===== config.mk =====
export PLATFORM = sky130hd
export DESIGN_NAME = sl_preceptron_weight_loader
export DESIGN_NICKNAME = d
export VERILOG_FILES = /design/src/rtl/sl_preceptron_weight_loader.sv
export SDC_FILE = /design/constraint.sdc
export NUM_CORES = 1
export LEC_CHECK = 0
export CAP_MARGIN = 10
export CORE_MARGIN = 8
export CORE_UTILIZATION = 40
export DETAILED_ROUTE_END_ITERATION = 16
export PLACE_DENSITY_LB_ADDON = 0.12
export SLEW_MARGIN = 10
export SYNTH_ARGS = -nofsm -noshare
export SYNTH_HDL_FRONTEND = slang
export SYNTH_SLANG_ARGS = --single-unit

===== constraint.sdc =====
create_clock -name clk -period 2.7 [get_ports clk]
set_input_delay 0.54 -clock clk [delete_from_list [all_inputs] [get_ports clk]]
set_output_delay 0.54 -clock clk [all_outputs]
set_load 0.02 [all_outputs]

===== src/rtl/sl_preceptron_weight_loader.sv =====
// Weight loader: streams VECTOR_LENGTH weights into a RAM starting at a base
// address, then reads them back and compares write-side and read-side checksums.
module sl_preceptron_weight_loader #(
    parameter int unsigned WEIGHTS_WIDTH  = 8,
    parameter int unsigned MEM_ADDR_WIDTH = 16,
    parameter int unsigned VECTOR_LENGTH  = 64,
    parameter int unsigned CHECKSUM_WIDTH = 16
) (
    input  logic                      clk,
    input  logic                      rst_n,
    input  logic                      start,
    input  logic                      abort,
    input  logic [MEM_ADDR_WIDTH-1:0] base_addr,
    input  logic                      s_valid,
    input  logic [WEIGHTS_WIDTH-1:0]  s_data,
    output logic                      s_ready,
    output logic                      mem_wen,
    output logic                      mem_ren,
    output logic [MEM_ADDR_WIDTH-1:0] mem_addr,
    output logic [WEIGHTS_WIDTH-1:0]  mem_wdata,
    input  logic [WEIGHTS_WIDTH-1:0]  mem_rdata,
    output logic                      busy,
    output logic                      done,
    output logic [CHECKSUM_WIDTH-1:0] status_checksum,
    output logic                      status_error
);

    // Index must also hold VECTOR_LENGTH: VERIFY uses it to mark "all reads issued".
    localparam int unsigned   IdxW    = $clog2(VECTOR_LENGTH + 1);
    localparam logic [IdxW-1:0] LastIdx = IdxW'(VECTOR_LENGTH - 1);
    localparam logic [IdxW-1:0] NumIdx  = IdxW'(VECTOR_LENGTH);

    typedef enum logic [2:0] {StIdle, StLoad, StVerify, StDrain, StDone} state_e;

    state_e                    state_q, state_d;
    logic [MEM_ADDR_WIDTH-1:0] base_q, base_d;
    logic [IdxW-1:0]           idx_q, idx_d;
    logic [CHECKSUM_WIDTH-1:0] wr_sum_q, wr_sum_d;
    logic [CHECKSUM_WIDTH-1:0] rd_sum_q, rd_sum_d;
    logic                      rd_valid_q, rd_valid_d;
    logic                      mem_wen_q, mem_wen_d;
    logic                      mem_ren_q, mem_ren_d;
    logic [MEM_ADDR_WIDTH-1:0] mem_addr_q, mem_addr_d;
    logic [WEIGHTS_WIDTH-1:0]  mem_wdata_q, mem_wdata_d;
    logic [CHECKSUM_WIDTH-1:0] status_checksum_q, status_checksum_d;
    logic                      status_error_q, status_error_d;
    logic [MEM_ADDR_WIDTH-1:0] cur_addr;

    assign cur_addr = base_q + MEM_ADDR_WIDTH'(idx_q);

    // Next-state and registered-output computation.
    always_comb begin
        state_d           = state_q;
        base_d            = base_q;
        idx_d             = idx_q;
        wr_sum_d          = wr_sum_q;
        mem_wen_d         = 1'b0;
        mem_ren_d         = 1'b0;
        mem_addr_d        = mem_addr_q;
        mem_wdata_d       = mem_wdata_q;
        status_checksum_d = status_checksum_q;
        status_error_d    = status_error_q;
        // Read data lands the cycle after a read strobe.
        rd_valid_d        = mem_ren_q;
        rd_sum_d          = rd_valid_q ? rd_sum_q + CHECKSUM_WIDTH'(mem_rdata) : rd_sum_q;

        unique case (state_q)
            StIdle: begin
                if (start) begin
                    state_d    = StLoad;
                    base_d     = base_addr;
                    idx_d      = '0;
                    wr_sum_d   = '0;
                    rd_sum_d   = '0;
                    rd_valid_d = 1'b0;
                end
            end
            StLoad: begin
                if (abort) begin
                    state_d = StIdle;
                end else if (s_valid) begin
                    mem_wen_d   = 1'b1;
                    mem_addr_d  = cur_addr;
                    mem_wdata_d = s_data;
                    wr_sum_d    = wr_sum_q + CHECKSUM_WIDTH'(s_data);
                    if (idx_q == LastIdx) begin
                        idx_d   = '0;
                        state_d = StVerify;
                    end else begin
                        idx_d = idx_q + 1'b1;
                    end
                end
            end
            StVerify: begin
                // First cycle here still shows the last write, so reads start one later.
                if (abort) begin
                    state_d    = StIdle;
                    rd_valid_d = 1'b0;
                end else if (idx_q != NumIdx) begin
                    mem_ren_d  = 1'b1;
                    mem_addr_d = cur_addr;
                    idx_d      = idx_q + 1'b1;
                end else begin
                    state_d = StDrain;
                end
            end
            StDrain: begin
                if (abort) begin
                    state_d    = StIdle;
                    rd_valid_d = 1'b0;
                end else begin
                    // rd_sum_d already includes the final read beat.
                    state_d           = StDone;
                    status_checksum_d = wr_sum_q;
                    status_error_d    = (wr_sum_q != rd_sum_d);
                end
            end
            StDone: begin
                state_d = StIdle;
            end
            default: begin
                state_d = StIdle;
            end
        endcase
    end

    // State and output registers with asynchronous reset.
    always_ff @(posedge clk or negedge rst_n) begin
        if (!rst_n) begin
            state_q           <= StIdle;
            base_q            <= '0;
            idx_q             <= '0;
            wr_sum_q          <= '0;
            rd_sum_q          <= '0;
            rd_valid_q        <= 1'b0;
            mem_wen_q         <= 1'b0;
            mem_ren_q         <= 1'b0;
            mem_addr_q        <= '0;
            mem_wdata_q       <= '0;
            status_checksum_q <= '0;
            status_error_q    <= 1'b0;
        end else begin
            state_q           <= state_d;
            base_q            <= base_d;
            idx_q             <= idx_d;
            wr_sum_q          <= wr_sum_d;
            rd_sum_q          <= rd_sum_d;
            rd_valid_q        <= rd_valid_d;
            mem_wen_q         <= mem_wen_d;
            mem_ren_q         <= mem_ren_d;
            mem_addr_q        <= mem_addr_d;
            mem_wdata_q       <= mem_wdata_d;
            status_checksum_q <= status_checksum_d;
            status_error_q    <= status_error_d;
        end
    end

    assign s_ready         = (state_q == StLoad);
    assign busy            = (state_q != StIdle);
    assign done            = (state_q == StDone);
    assign mem_wen         = mem_wen_q;
    assign mem_ren         = mem_ren_q;
    assign mem_addr        = mem_addr_q;
    assign mem_wdata       = mem_wdata_q;
    assign status_checksum = status_checksum_q;
    assign status_error    = status_error_q;

endmodule


==> summary.txt, run 1 <==
Outcome
  – Run status: complete, no violations

Floorplanning
  – Die Ht: 136 um
  – Site row count: 43
  – Initial cell density of the core: 41.2%
  – Core area: 13900 um2
  – Io pins: 83
  – Die area: 18400 um2
  – Die extent in x: 136 um

Global routing
  – Initial antenna violation count: 2
  – First-pass GRT wire length: 24400 um
  – Gr ovfl total: 0
  – Vias in the first global route: 4811
  – Total track usage: 16.6%
  – Largest net degree at the start of global routing: 45

Logic synthesis
  – Asr flop ratio synth: 100%
  – Primary FF master, synth: dfrtp_1
  – Cells after synthesis: 582
  – Yosys reg bits: 102
  – Synth Cell Area: 5730 um2
  – Area contributors post-synth: dfrtp_1 (45%), mux2_2 (6.3%), ha_1 (5.5%)
  – Cell variety after synth: 62
  – Seq/Total Area, Yosys: 44.5%
  – Post-synth EDFFs: 0
  – Area share of the largest cell type after synthesis: 44.5%
  – Yosys top cell by area: dfrtp_1
  – Yosys warnings: 0
  – Average size of a mapped cell: 9.85 um2
  – Net count after synthesis: 647

Detailed routing
  – Iteration-0 DRC Markers: 260
  – # DRC: 0
  – DR vias/cell: 5.27
  – Initial DRT Pass Iterations: 5
  – Routed WL: 14600 um
  – Via count: 4668
  – Routed WL per cell: 16.5 um
  – ANT nets after route: 0

Setup path
  – Req. time, crit path: 2.92 ns
  – Worst path max stage delay: 0.41 ns
  – Internal reg-to-reg setup slack: 0.08 ns
  – Crit Reg-Reg Startpoint: rd_sum_q[0]$_DFF_PN0_
  – Crit-path max FO: 2
  – Crit-path slowest cell: fa_2
  – Worst-path cell chain: dlygate4sd2_1, ha_4, fa_2, a211oi_4, o21ai_2, o311a_1, xnor2_1, a2111oi_0, and4_1, a31oi_1
  – Critical Path End Type: flop
  – Crit path buffers/inverters: 1
  – WS Path Type: input pin to flop
  – Startpoint types: input pin
  – Worst EP arrival: 2.88 ns
  – R2r endpoint: status_error$_DFFE_PN0P_
  – FF-to-FF path depth: 9
  – Delay-heaviest family, CP: compound AO/OA/AOI/OAI gates

Placed design
  – Port Buffers: 82
  – Post-DP HPWL: 10900 um
  – Final GP Congestion: 0.933

STA
  – Final hold slack: 0.199 ns
  – RSZ-0062 raised after global routing: true
  – Crit path time final: 2.65 ns
  – Fin crit share: 98.3%
  – Max Slew Vio Count: 0
  – Final hold violations: 0
  – Setup Viol. Count Final: 0
  – Slew @ Worst Pin: 0.620 ns
  – Max transition margin: 58.7%
  – FMAX: 377 MHz
  – Final Skew: 0.00693 ns

Power and ir drop
  – Switching power share of the total: 32.9%
  – Switching power: 1.52 mW
  – Logic gate share of total power: 29.8%
  – Clk network pwr share: 27.2%
  – Seq pwr share: 43.1%
  – Internal: 3.10 mW
  – Power Density: 620 nW/um2
  – Cell leakage power: 3.33 nW
  – Max IR drop VDD: 373 uV

Clock tree
  – Clock-pin slew on the worst setup and hold paths: 0.07 ns
  – Worst-Skew Late Latency: 0.35 ns
  – Max H-tree Level: 3
  – Cts-stage hold buffer count: 0
  – Num CTS Buffers: 9
  – CTS tree: yes
  – Clk sinks: 102
  – Max Buffers Root-to-Sink: 2
  – Clock root cell: clkbuf_16

Finish
  – Seq. cell area: 2550 um2
  – # fillers: 1258
  – Fin util: 53.4%
  – Nets: 766
  – Share of layout cells above drive strength 1: 18.3%
  – Area grow syn2layout: 29.9%
  – ANT cells: 0
  – Multi-input logic area: 3070 um2

Job
  – Max Cap Violations: 0

Hold path
  – HP Class: input pin to asynchronous set/reset pin
cell usage in the layout, fill, tap and decap left out, types with 3 or more instances in the layout:
cell type        netlist  layout
nor2_1                38      38
o21ai_1               26      26
xor2_1                26      25
nand2b_1               6       6
nor3b_1                5       5
and3_1                13      12
clkdlybuf4s50_1        0      80
o211ai_1               4       4
a211oi_1               4       3
o21ai_0               23      23
buf_4                  2      56
ha_1                  25      23
dfrtp_1              102     102
nand2_1               76      76
nor4_1                 3       3
or3_1                  4       4
nor2b_1                6       6
a21oi_2                2       4
clkbuf_16              0       9
inv_1                 16      16
a21o_1                 7       7
a21oi_1               18      16
nor3_1                 7       7
mux2_2                32      32
nand3_1               17      17
o31ai_1                8       8
xnor2_1               29      29
mux2i_1                9       9
cells by family after synthesis:
group                      after synthesis  share of synthesized area (%)
AOI/OAI and AO/OA                      122                           13.6
xor gates and xnor gates                55                           8.40
muxes                                   41                           7.86
adders and majority gates               28                           6.50
buffers and inverters                   46                           3.23
DFF                                    102                           44.5
and+or+nand+nor                        188                           15.9
metal layers:
| metal | track usage (%) | routed length [um] | share of wire [%] | vias up |
|---|---|---|---|---|
| met3 | 4.49 | 855 | 5.8 | 25 |
| met1 | 20.7 | 6520 | 45 | 2267 |
| met5 | 0 | 23 | 0.16 | - |
| met4 | 7.28 | 268 | 1.8 | 4 |
| li1 | - | - | - | 2271 |
| met2 | 26.5 | 6970 | 48 | 101 |
power groups by stage:
stage / logic (mW) / clock network (mW) / registers, mW
after floorplan: 0.676 / 0 / 2.09
after global placement: 1.35 / 0 / 2.01
after detailed placement: 1.38 / 0 / 2.01
after CTS: 1.38 / 1.29 / 1.99
after global routing: 1.53 / 1.36 / 2.03
final: 1.38 / 1.25 / 1.99
flip-flops by register name (all words and copies together) (netlist names), 3 cells and up:
register,count
base_q,16
mem_addr,16
rd_sum_q,16
status_checksum,16
wr_sum_q,16
mem_wdata,8
idx_q,7
state_q,3
synthesized netlist by cell type (4+ instances only):
cell	count
a211oi_1	4
a21o_1	7
a21oi_1	18
and3_1	13
buf_2	4
clkbuf_1	24
dfrtp_1	102
ha_1	25
inv_1	16
mux2_2	32
mux2i_1	9
nand2_1	76
nand2b_1	6
nand3_1	17
nor2_1	38
nor2b_1	6
nor3_1	7
nor3b_1	5
o211ai_1	4
o21ai_0	23
o21ai_1	26
o31ai_1	8
or3_1	4
xnor2_1	29
xor2_1	26
how the worst max path moves through the flow:
stage	from	cells after the start	to
2_1_floorplan	mem_rdata[0]	9	status_error$_DFFE_PN0P_
3_3_place_gp	mem_rdata[0]	10	status_error$_DFFE_PN0P_
3_5_place_dp	mem_rdata[0]	12	status_error$_DFFE_PN0P_
4_1_cts	mem_rdata[3]	11	status_error$_DFFE_PN0P_
5_1_grt	mem_rdata[1]	11	status_error$_DFFE_PN0P_
6_report	mem_rdata[0]	10	status_error$_DFFE_PN0P_
timing repair:
action,CTS,global route
endpoints found under the hold margin,0,0
setup endpoints to repair,1,5
buffers inserted,1,0
gates resized for setup,2,11
pin swaps,4,4
cloned,0,0
final cells by class:
type	count	share of cell area, %
Clock inverter	6	0.622
Timing Repair Buffer	138	16.8
Inverter	16	0.806
Sequential cell	102	34.3
Multi-Input combinational cell	434	41.3
Clock buffer	10	3.21
Tap cell	180	3.02
worst register-to-register path: stages (launching register included):
cell and delay (ns):
dfrtp_1 0.41, ha_4 0.18, fa_2 0.41, a211oi_4 0.26
o21ai_2 0.10, o311a_1 0.34, xnor2_1 0.16, a2111oi_0 0.34
and4_1 0.23, a31oi_1 0.07
metrics by stage:
step                      instance area [um2]  TNS, ns  instances  setup slack (ns)  total power [mW]
after floorplan                          5750  -0.0443        582           -0.0443              2.77
after global placement                   7100    -2.89        869            -0.563              3.36
after detailed placement                 7100    -3.40        869            -0.618              3.39
after CTS                                7400        0        886           0.00643              4.67
after global routing                     7450  -0.0633        886           -0.0633              4.92
final                                    7450        0        886            0.0450              4.62
(Power assumes the default switching activity.)
==> run 2: changes to the inputs <==
--- a/config.mk
+++ b/config.mk
@@ -5,10 +5,11 @@
 export SDC_FILE = /design/constraint.sdc
 export NUM_CORES = 1
 export LEC_CHECK = 0
+export ABC_AREA = 1
 export CAP_MARGIN = 10
-export CORE_MARGIN = 8
 export CORE_UTILIZATION = 40
 export DETAILED_ROUTE_END_ITERATION = 16
+export GPL_TIMING_DRIVEN = 0
 export PLACE_DENSITY_LB_ADDON = 0.12
 export SLEW_MARGIN = 10
 export SYNTH_ARGS = -nofsm -noshare
==> run 2 against run 1 <==
Net effect:
- the flow now finishes with violations (DRC)
- non-clock buffer count is 37 lower
- count of clock-buffer cells in the layout down 1
- global-route usage is 5.1 points higher
- largest power group is now combinational cells
==> summary.txt, run 2 <==
Logic synthesis
  – Area share of the largest cell type after synthesis: 41.8% (-2.7 points)
  – Yosys top cell by area: dfrtp_1
  – Cell variety after synth: 48 (-23%)
  – Area contributors post-synth: dfrtp_1 (42%), nand2_1 (15%), nand3_1 (6.2%)
  – Yosys warnings: 0 (unchanged)
  – Primary FF master, synth: dfrtp_1
  – Net count after synthesis: 859 (+33%)
  – Average size of a mapped cell: 7.68 um2 (-22%)
  – Post-synth EDFFs: 0 (unchanged)
  – Post-synth top cells: nand2_1 (251), dfrtp_1 (102), inv_1 (84)
  – Most frequent cell after synthesis: nand2_1
  – Seq/Total Area, Yosys: 41.8% (-2.7 points)
  – Yosys reg bits: 102 (unchanged)
  – Asr flop ratio synth: 100% (unchanged)
  – Synth Cell Area: 6100 um2 (+6.4%)
  – Cells after synthesis: 794 (+36%)

Hold path
  – HP Class: input pin to asynchronous set/reset pin

Job
  – Max Cap Violations: 0 (unchanged)

Detailed routing
  – # DRC: 1 (+1)
  – ANT nets after route: 0 (unchanged)
  – Routed WL per cell: 15.0 um (-9.2%)
  – Initial DRT Pass Iterations: 11 (+6)
  – Routed WL: 16200 um (+10%)
  – Iteration-0 DRC Markers: 305 (+17%)
  – Via count: 5536 (+19%)
  – DR vias/cell: 5.14 (-2.4%)

Finish
  – Fin util: 50.9% (-2.5 points)
  – Nets: 953 (+24%)
  – # fillers: 1386 (+10%)
  – Most common cell after layout, fill and taps aside: nand2_1
  – Commonest non-fill, non-tap cells in the layout: nand2_1 (251), dfrtp_1 (102), inv_1 (84)
  – Area grow syn2layout: 22.7%
  – ANT cells: 0 (unchanged)
  – Final std cells w/o fill: 1077 (+22%)
  – Share of layout cells above drive strength 1: 9.63% (-8.6 points)

Clock tree
  – Max H-tree Level: 3 (unchanged)
  – Clock root cell: clkbuf_16
  – Resize count post-CTS: 0 (-2)
  – Clk sinks: 102 (unchanged)
  – Post-CTS Setup Bufs: 0 (-1)
  – Clock-pin slew on the worst setup and hold paths: 0.08 ns (about the same)
  – CTS tree: yes
  – Num CTS Buffers: 9 (unchanged)
  – Cts-stage hold buffer count: 0 (unchanged)
  – Worst-Skew Late Latency: 0.35 ns (about the same)
  – Max Buffers Root-to-Sink: 2 (unchanged)

Global routing
  – Initial antenna violation count: 0 (-2)
  – Gr ovfl total: 0 (unchanged)
  – Total track usage: 21.7% (+5.1 points)
  – Largest net degree at the start of global routing: 55 (+22%)
  – First-pass GRT wire length: 27000 um (+11%)
  – Vias in the first global route: 5457 (+13%)

Floorplanning
  – Core area: 14700 um2 (+5.5%)
  – Die area: 15700 um2 (-15%)
  – Die extent in x: 125 um (-7.5%)
  – Initial cell density of the core: 41.5% (+0.35 points)
  – Io pins: 83 (unchanged)
  – Die Ht: 125 um (-7.5%)
  – Site row count: 44 (+2.3%)

Setup path
  – Crit-path max FO: 4 (+2)
  – Startpoint types: input pin
  – Worst EP arrival: 2.74 ns (-0.14 ns)
  – Internal reg-to-reg setup slack: 0.41 ns (+0.33 ns)
  – Req. time, crit path: 2.94 ns (+0.02 ns)
  – WS Path Type: input pin to flop
  – Critical Path End Type: flop

Placed design
  – Port Buffers: 82 (unchanged)
  – Final GP Congestion: 0.898 (-3.7%)
  – Placed insts: 1061 (+22%)
  – Post-DP HPWL: 12400 um (+14%)

Power and ir drop
  – Seq pwr share: 32.4% (-11 points)
  – Power Density: 1000 nW/um2 (+61%)
  – Clk network pwr share: 18.1% (-9.1 points)
  – Max IR drop VDD: 488 uV (+31%)
  – Switching power: 3.24 mW (+110%)
  – Switching power share of the total: 43.2% (+10 points)
  – Power Total: 7.49 mW (+62%)
  – Logic gate share of total power: 49.5% (+20 points)
  – Cell leakage power: 3.67 nW (+10%)
  – Internal: 4.25 mW (+37%)

STA
  – Crit path time final: 2.49 ns (-0.161 ns)
  – Max Slew Vio Count: 0 (unchanged)
  – Post-route setup TNS: 0 ns (unchanged)
  – Final hold violations: 0 (unchanged)
  – Final hold slack: 0.129 ns (-0.0702 ns)
  – RSZ-0062 raised after global routing: false
  – Setup Viol. Count Final: 0 (unchanged)
  – Slew @ Worst Pin: 0.664 ns (+0.0443 ns)
  – Max transition margin: 55.7% (-3.0 points)
  – FMAX: 401 MHz (+6.5%)
  – Final Skew: 0.0109 ns (+0.00399 ns)
  – Fin crit share: 92.4% (-6.0 points)

Outcome
  – Run status: complete, but fails checks
  – Failing checks: DRC
-- run 2: area by class of cell --
cell class                 count  area, um2  share of cell area [%]
tap                          184        230                    3.07
clock inverter                 7       77.6                    1.04
timing repair buffer          83        850                    11.3
inverter                      91        344                    4.60
multi-input combinational    583       3100                    41.4
clock buffer                   9        225                    3.01
sequential                   102       2550                    34.1
buffer                        18        109                    1.45
-- run 2: final timing paths --
check                                                     from                        endpoint  depth (start not counted)
worst min register to register  status_checksum[7]$_DFFE_PN0P_  status_checksum[7]$_DFFE_PN0P_                          2
max in group asynchronous                                rst_n        wr_sum_q[15]$_DFFE_PN0P_                          2
worst max-delay path                                 s_data[0]        wr_sum_q[12]$_DFFE_PN0P_                         13
min in group clk                status_checksum[7]$_DFFE_PN0P_  status_checksum[7]$_DFFE_PN0P_                          2
worst min-delay path                                     rst_n           base_q[0]$_DFFE_PN0P_                          1
worst max register to register           rd_sum_q[0]$_DFF_PN0_        status_error$_DFFE_PN0P_                         16
-- run 2: power by group through the flow --
stage	sequential, mW	clock, mW	combinational, mW
5_1_grt	2.50	1.45	4.14
4_1_cts	2.43	1.39	3.73
6_report	2.43	1.35	3.71
3_5_place_dp	2.45	0	3.71
3_3_place_gp	2.43	0	3.64
2_1_floorplan	2.69	0	2.15
-- run 2: logic make-up after synthesis --
| logic type | after synthesis | share of synthesized area (%) |
|---|---|---|
| compound gates | 107 | 9.97 |
| xor+xnor | 14 | 2.24 |
| fa+ha+maj | 28 | 6.11 |
| buf+inv | 109 | 7.43 |
| flops | 102 | 41.8 |
| simple gates | 434 | 32.4 |
-- run 2: per-stage QoR --
| step | instance area, um2 | setup WS [ns] |
|---|---|---|
| 4_1_cts | 7480 | 0.130 |
| 3_5_place_dp | 7180 | -0.251 |
| 6_report | 7490 | 0.206 |
| 5_1_grt | 7490 | 0.0320 |
| 2_1_floorplan | 6100 | 0.491 |
| 3_3_place_gp | 7150 | -2.97 |
-- run 2: worst max-delay path, cell delays in order --
cell and delay, ns:
clkdlybuf4s50_1 0.43, ha_1 0.28, fa_1 0.43, nand3_1 0.09, nand2_1 0.07, nand2_1 0.08, nand2_1 0.06, a21oi_1 0.26
o21ai_1 0.14, nand2_2 0.10, nor2_4 0.05, a21oi_1 0.13, nor2_1 0.06
-- run 2: metal layers --
metal,GRT usage (%),vias up,routed length [um]
met5,0,-,0
met4,5.60,0,188
met3,3.34,16,754
met2,37.5,150,7810
met1,28.4,2606,7420
li1,-,2764,-
